<file path="src/rtl/code_entry_fsm_if.sv">
// Key-pulse inputs and display/status outputs of the code entry controller.
interface code_entry_fsm_if;
  logic [9:0]  key_num;
  logic        key_enter;
  logic        key_clear;
  logic [15:0] code_disp;
  logic [2:0]  digit_cnt;
  logic        fire;
  logic        err_pulse;
  logic [1:0]  fail_cnt;
  logic        locked;

  modport master (
    output key_num, key_enter, key_clear,
    input  code_disp, digit_cnt, fire, err_pulse, fail_cnt, locked
  );

  modport slave (
    input  key_num, key_enter, key_clear,
    output code_disp, digit_cnt, fire, err_pulse, fail_cnt, locked
  );
endinterface

</file>
<file path="src/rtl/code_entry_fsm.sv">
// Password entry controller: collects a 4-digit BCD code, fires on a match, locks out after repeated failures.
// Optional macro ENTRY_TIMEOUT_EN adds an inactivity timeout that discards a partial entry.
//
// state    | meaning
// ST_ENTRY | collecting digits, waiting for ENTER/CLEAR
// ST_CHECK | one-cycle compare against PASSWORD
// ST_FIRE  | code matched, fire held until CLEAR
// ST_LOCK  | too many failures, all keys ignored until the lock timer expires
module code_entry_fsm #(
  parameter logic [15:0] PASSWORD       = 16'h1234,
  parameter int          MAX_FAIL       = 3,
  parameter int          LOCK_CYCLES    = 500_000_000,
  parameter int          TIMEOUT_CYCLES = 1_000_000_000
) (
  input logic             clk,
  input logic             rst,
  code_entry_fsm_if.slave bus
);

  typedef enum logic [1:0] {ST_ENTRY, ST_CHECK, ST_FIRE, ST_LOCK} state_t;

  localparam int          TW       = $clog2(LOCK_CYCLES) + 1;
  localparam logic [TW-1:0] LOCK_LOAD = TW'(LOCK_CYCLES - 1);
  localparam logic [1:0]  MAX_FAIL_V = 2'(MAX_FAIL);

  state_t        state, state_nxt;
  logic [15:0]   code_q, code_nxt;
  logic [2:0]    cnt_q, cnt_nxt;
  logic [1:0]    fail_q, fail_nxt, fail_inc;
  logic          fire_q, fire_nxt;
  logic          err_q, err_nxt;
  logic          locked_q, locked_nxt;
  logic [TW-1:0] timer_q, timer_nxt;
  logic          digit_ok;
  logic [3:0]    digit_val;

  function automatic logic [3:0] encode_digit(input logic [9:0] k);
    logic [3:0] d;
    d = '0;
    for (int i = 0; i < 10; i++) begin
      if (k[i]) d = 4'(i);
    end
    return d;
  endfunction

  assign digit_ok  = $onehot(bus.key_num);
  assign digit_val = encode_digit(bus.key_num);
  assign fail_inc  = (fail_q >= MAX_FAIL_V) ? MAX_FAIL_V : fail_q + 2'd1;

`ifdef ENTRY_TIMEOUT_EN
  localparam int          IW      = $clog2(TIMEOUT_CYCLES) + 1;
  localparam logic [IW-1:0] IDLE_LAST = IW'(TIMEOUT_CYCLES - 1);
  logic [IW-1:0] idle_q, idle_nxt;
`else
  logic unused_timeout;
  assign unused_timeout = (TIMEOUT_CYCLES > 0);
`endif

  always_comb begin
    state_nxt  = state;
    code_nxt   = code_q;
    cnt_nxt    = cnt_q;
    fail_nxt   = fail_q;
    fire_nxt   = fire_q;
    err_nxt    = 1'b0;
    locked_nxt = locked_q;
    timer_nxt  = timer_q;
`ifdef ENTRY_TIMEOUT_EN
    idle_nxt   = '0;
`endif
    case (state)
      ST_ENTRY: begin
        if (bus.key_clear) begin
          code_nxt = '0;
          cnt_nxt  = '0;
        end else if (bus.key_enter) begin
          if (cnt_q == 3'd4) begin
            state_nxt = ST_CHECK;
          end else begin
            err_nxt  = 1'b1;
            code_nxt = '0;
            cnt_nxt  = '0;
          end
        end else if (digit_ok && cnt_q < 3'd4) begin
          code_nxt = {code_q[11:0], digit_val};
          cnt_nxt  = cnt_q + 3'd1;
        end
`ifdef ENTRY_TIMEOUT_EN
        // Keys take priority; the timeout fires only on a quiet cycle.
        if (cnt_q != 3'd0 && !(bus.key_clear || bus.key_enter || digit_ok)) begin
          if (idle_q == IDLE_LAST) begin
            code_nxt = '0;
            cnt_nxt  = '0;
            err_nxt  = 1'b1;
          end else begin
            idle_nxt = idle_q + 1'b1;
          end
        end
`endif
      end
      ST_CHECK: begin
        if (code_q == PASSWORD) begin
          state_nxt = ST_FIRE;
          fail_nxt  = '0;
          fire_nxt  = 1'b1;
        end else begin
          err_nxt  = 1'b1;
          code_nxt = '0;
          cnt_nxt  = '0;
          fail_nxt = fail_inc;
          if (fail_inc == MAX_FAIL_V) begin
            state_nxt  = ST_LOCK;
            timer_nxt  = LOCK_LOAD;
            locked_nxt = 1'b1;
          end else begin
            state_nxt = ST_ENTRY;
          end
        end
      end
      ST_FIRE: begin
        if (bus.key_clear) begin
          fire_nxt  = 1'b0;
          code_nxt  = '0;
          cnt_nxt   = '0;
          state_nxt = ST_ENTRY;
        end
      end
      ST_LOCK: begin
        if (timer_q == '0) begin
          locked_nxt = 1'b0;
          fail_nxt   = '0;
          state_nxt  = ST_ENTRY;
        end else begin
          timer_nxt = timer_q - 1'b1;
        end
      end
      default: state_nxt = ST_ENTRY;
    endcase
  end

  always_ff @(posedge clk) begin
    if (rst) begin
      state    <= ST_ENTRY;
      code_q   <= '0;
      cnt_q    <= '0;
      fail_q   <= '0;
      fire_q   <= 1'b0;
      err_q    <= 1'b0;
      locked_q <= 1'b0;
      timer_q  <= '0;
    end else begin
      state    <= state_nxt;
      code_q   <= code_nxt;
      cnt_q    <= cnt_nxt;
      fail_q   <= fail_nxt;
      fire_q   <= fire_nxt;
      err_q    <= err_nxt;
      locked_q <= locked_nxt;
      timer_q  <= timer_nxt;
    end
  end

`ifdef ENTRY_TIMEOUT_EN
  always_ff @(posedge clk) begin
    if (rst) idle_q <= '0;
    else     idle_q <= idle_nxt;
  end
`endif

  assign bus.code_disp = code_q;
  assign bus.digit_cnt = cnt_q;
  assign bus.fail_cnt  = fail_q;
  assign bus.fire      = fire_q;
  assign bus.err_pulse = err_q;
  assign bus.locked    = locked_q;

endmodule
</file>
<file path="src/flat_wrapper.sv">
// flat-port wrapper written by rule: the top's interface ports become plain ports
module code_entry_fsm_flat 
#(
  parameter logic [15:0] PASSWORD       = 16'h1234,
  parameter int          MAX_FAIL       = 3,
  parameter int          LOCK_CYCLES    = 500_000_000,
  parameter int          TIMEOUT_CYCLES = 1_000_000_000
)
  (clk, rst, bus_key_num, bus_key_enter, bus_key_clear, bus_code_disp, bus_digit_cnt, bus_fire, bus_err_pulse, bus_fail_cnt, bus_locked);
  code_entry_fsm_if bus_i ();
  input logic clk;
  input logic rst;
  input wire logic [$bits(bus_i.key_num)-1:0] bus_key_num;
  input wire logic [$bits(bus_i.key_enter)-1:0] bus_key_enter;
  input wire logic [$bits(bus_i.key_clear)-1:0] bus_key_clear;
  output wire logic [$bits(bus_i.code_disp)-1:0] bus_code_disp;
  output wire logic [$bits(bus_i.digit_cnt)-1:0] bus_digit_cnt;
  output wire logic [$bits(bus_i.fire)-1:0] bus_fire;
  output wire logic [$bits(bus_i.err_pulse)-1:0] bus_err_pulse;
  output wire logic [$bits(bus_i.fail_cnt)-1:0] bus_fail_cnt;
  output wire logic [$bits(bus_i.locked)-1:0] bus_locked;
  assign bus_i.key_num = bus_key_num;
  assign bus_i.key_enter = bus_key_enter;
  assign bus_i.key_clear = bus_key_clear;
  assign bus_code_disp = bus_i.code_disp;
  assign bus_digit_cnt = bus_i.digit_cnt;
  assign bus_fire = bus_i.fire;
  assign bus_err_pulse = bus_i.err_pulse;
  assign bus_fail_cnt = bus_i.fail_cnt;
  assign bus_locked = bus_i.locked;
  code_entry_fsm #(.PASSWORD(PASSWORD), .MAX_FAIL(MAX_FAIL), .LOCK_CYCLES(LOCK_CYCLES), .TIMEOUT_CYCLES(TIMEOUT_CYCLES)) u_core (.clk(clk), .rst(rst), .bus(bus_i));
endmodule
</file>
<file path="config.mk">
export PLATFORM = sky130hd
export DESIGN_NAME = code_entry_fsm_flat
export DESIGN_NICKNAME = d
export VERILOG_FILES = /design/src/rtl/code_entry_fsm_if.sv /design/src/rtl/code_entry_fsm.sv /design/src/flat_wrapper.sv
export SDC_FILE = /design/constraint.sdc
export NUM_CORES = 1
export LEC_CHECK = 0
export CORE_MARGIN = 2
export CORE_UTILIZATION = 60
export DETAILED_ROUTE_END_ITERATION = 7
export PLACE_DENSITY = 0.85
export REMOVE_ABC_BUFFERS = 1
export SETUP_SLACK_MARGIN = 0.15
export SLEW_MARGIN = 20
export SYNTH_ARGS = -nofsm -noshare
export SYNTH_HDL_FRONTEND = slang
export SYNTH_SLANG_ARGS = --single-unit
export TNS_END_PERCENT = 5
</file>
<file path="constraint.sdc">
create_clock -name clk -period 7.5 [get_ports clk]
set_clock_uncertainty 0.15 [all_clocks]
set_input_delay 0.75 -clock clk [delete_from_list [all_inputs] [get_ports clk]]
set_output_delay 0.75 -clock clk [all_outputs]
set_load 0.01 [all_outputs]
</file>
==> flow_summary_export.csv <==
group,metric,value,unit
route,wl,6.82,mm
final_layout,fin_nets,437,
grt,global_route.usage.met3,3.79,%
route,firstDrtPassIters,6,
clocking,hold_buffers,0,
grt,track_usage,24.5,%
timing,min_period,4610,ps
grt,use_met1,32.1,%
yosys,yosysTopAreaCell,"dfxtp_1",
floorplanning,die-area,5820,µm²
route,drt_first_iter_violations,195,
placement,dp_hpwl,4.68,mm
grt,busiest_layer,"met2",
yosys,synth_cell_type_count,48,
timing,rsz0062_at_grt,"no",
route,num_vias,2789,
grt,grt_pass1_wl,11.7,mm
yosys,synth_top_cell_area_share,35.7,%
route,drc,0,
grt,grt_pass1_vias,2641,
pwr,cellLeakagePower,1.36,nW
route,wl_per_cell,14.5,µm
critical_path,path_class,"in -> reg",
placement,port-buffer-count,37,
clocking,cts_buffers,5,
clocking,cts_max_level,2,
timing,holdWs,337,ps
pwr,pwr_density_cell,173,nW/µm²
timing,worstMarginPinSlew,1060,ps
floorplanning,initial_core_util,61.8,%
grt,met2_usage,40.3,%
outcome,status,"completed",
floorplanning,die_x,76.3,µm
grt,antenna_found_initial,0,
final_layout,area_delta_synth_final,16.0,%
grt,gr-total-overflow,0,
final_layout,nFillCells,397,
hold_path,hold_path.class,"reg -> reg",
clocking,cts_setup_buffers,0,
pwr,finalPower,0.628,mW
yosys,avgSynthCellArea,8.41,µm²
critical_path,critPathRequiredTime,7600,ps
critical_path,worstPathArrival,4710,ps
critical_path,start_kind,"primary input",
clocking,cts_root_buffer,"clkbuf_8",
route,detail-route-antenna-nets,0,
timing,finalCritPeriodShare,61.5,%
critical_path,slowest_delay,510,ps
flow_run,cap_violations,0,
critical_path,crit_fanout,20,
critical_path,end_kind,"register",
critical_path,cp_cell_sequence,"clkdlybuf4s50_1, inv_1, ha_1, inv_1, fa_1, fa_1, inv_1, fa_1, inv_1, fa_1, nor2b_1, a31oi_1, o211ai_1, nand2_1, or3_1, a21oi_1",
timing,hold_viol,0,
yosys,yosysWarnings,0,
grt,grt_max_degree,49,
floorplanning,ios,38,
critical_path,cp_slowest_cell,"fa_1",
route,viasPerCell,5.93,
yosys,synthesis.area,3140,µm²
final_layout,layout-drive-gt1-share,5.25,%
clocking,path_clk_slew,90,ps
clocking,numClockSinks,56,
floorplanning,rows,26,
clocking,cts_tree,"yes",
timing,setup_violations,0,
yosys,yosysSeqAreaShare,35.7,%
floorplanning,fp.dieH,76.3,µm
yosys,syn_inst,373,
yosys,synth_seq_cells,56,
timing,finalSetupTns,0,ps
placement,gp_congestion,0.849,
clocking,clk_path_buf_depth,2,
timing,timing.fmax,217,MHz
timing,finalMaxSlewViolations,0,
pwr,ir_drop,0.0000977,V
timing,relSlewSlack,29.2,%
clocking,cts-resized-gates,0,
yosys,synth_area_leaders,"dfxtp_1 36%, xnor2_1 7.8%, a21oi_1 7.2%",
clocking,clk-insertion-delay-late,320,ps
final_layout,num_antenna_cells,0,
floorplanning,fp.coreArea,5070,µm²
per-layer routing:
layer | vias to the layer above | share of wire (%)
li1 | 1355 | -
met1 | 1307 | 44
met2 | 115 | 48
met3 | 12 | 7.0
met4 | 0 | 1.4
met5 | - | 0
cells in the final DEF (no fill, tap or decap), types with 3 or more instances in the layout:
master	synthesis	final
a211oi_1	3	3
a21oi_1	45	45
clkbuf_8	0	7
clkdlybuf4s50_1	0	37
dfxtp_1	56	56
fa_1	6	6
ha_1	18	18
inv_1	27	27
nand2_1	32	32
nand3_1	19	19
nand4b_1	4	4
nor2_1	27	27
nor2b_1	5	5
nor3_1	15	15
nor4_1	14	14
nor4b_1	3	3
o21ai_0	9	9
or3_1	7	7
or4_1	5	5
xnor2_1	28	28
cell type report:
class                   instances  area, µm²  area share, %
repair buffers                 39        385           10.6
flip-flops and latches         56       1120           30.8
multi-input cells             270       1820           49.9
well taps                      70       87.6           2.41
clock inverters                 1       30.0          0.825
inverters                      27        101           2.78
clock buffers                   7       96.3           2.65
Yosys cell counts (all sizes together):
library cell / instances
o22a: 1
nor4bb: 1
a22oi: 1
nor3: 16
and4bb: 1
o21ai: 11
or2: 2
nor4b: 3
ha: 18
o21a: 1
nor4: 16
and4: 1
or4: 7
nand2: 32
nand3b: 1
buf: 8
a211oi: 3
a31oi: 1
nor3b: 1
nor2: 27
o211ai: 2
dfxtp: 56
or3: 7
nand4b: 4
nand4: 1
and3b: 1
fa: 6
nand3: 20
nand2b: 1
a41oi: 1
nor2b: 5
a41o: 1
and2: 1
inv: 27
xnor2: 28
o32ai: 1
o31ai: 1
clkbuf: 12
a21oi: 45
and3: 1
flip-flops by register name, indices dropped and copies added (netlist names):
signal                count
u_core.timer_q           30
u_core.bus.err_pulse      1
u_core.bus.locked         1
u_core.bus.code_disp     16
u_core.bus.fail_cnt       2
u_core.bus.fire           1
u_core.state              2
u_core.bus.digit_cnt      3
where the power goes:
| group | total (mW) | internal, mW | leakage, nW | switching [mW] |
|---|---|---|---|---|
| registers | 0.306 | 0.301 | 0.452 | 0.00417 |
| clock network | 0.216 | 0.118 | 0.0645 | 0.0982 |
| logic | 0.106 | 0.0443 | 0.848 | 0.0620 |
worst max-delay path: cells and delay by family:
kind | cells | cell delay (ps)
AND/OR/NAND/NOR | 3 | 1000
AO/OA/AOI/OAI | 3 | 390
adder cells (fa/ha/maj) | 5 | 1810
buffers and inverters | 5 | 770
path summary, 6_finish.rpt:
check / start / to / slack (ps) / cells after the start
setup reg to reg: u_core.bus.code_disp[7]$_SDFFE_PP0P_ / u_core.timer_q[15]$_SDFFE_PP0P_ / 4640 / 6
setup / recovery: bus_key_num[2] / u_core.bus.code_disp[3]$_SDFFE_PP0P_ / 2890 / 16
hold reg to reg: u_core.bus.code_disp[12]$_SDFFE_PP0P_ / u_core.bus.code_disp[12]$_SDFFE_PP0P_ / 340 / 2
hold / removal: u_core.bus.code_disp[12]$_SDFFE_PP0P_ / u_core.bus.code_disp[12]$_SDFFE_PP0P_ / 340 / 2
kinds of logic (layout without fill, tap and decap cells):
group	after synthesis	after routing	synth area share, %
and+or+nand+nor	149	149	26.2
AOI/OAI and AO/OA	69	69	12.9
DFF	56	56	35.7
buffers and inverters	47	74	6.30
xor gates and xnor gates	28	28	7.82
adders and majority gates	24	24	11.0
metrics by stage:
stage	util (%)	area (µm²)	worst slack [ps]	std cells
final	71.7	3640	2890	470
after global placement	69.2	3510	2630	462
after CTS	71.7	3640	2870	470
after detailed placement	69.2	3510	2550	462
after floorplan	-	3040	3370	353
after global routing	71.7	3640	2600	470
(Power assumes the default switching activity.)
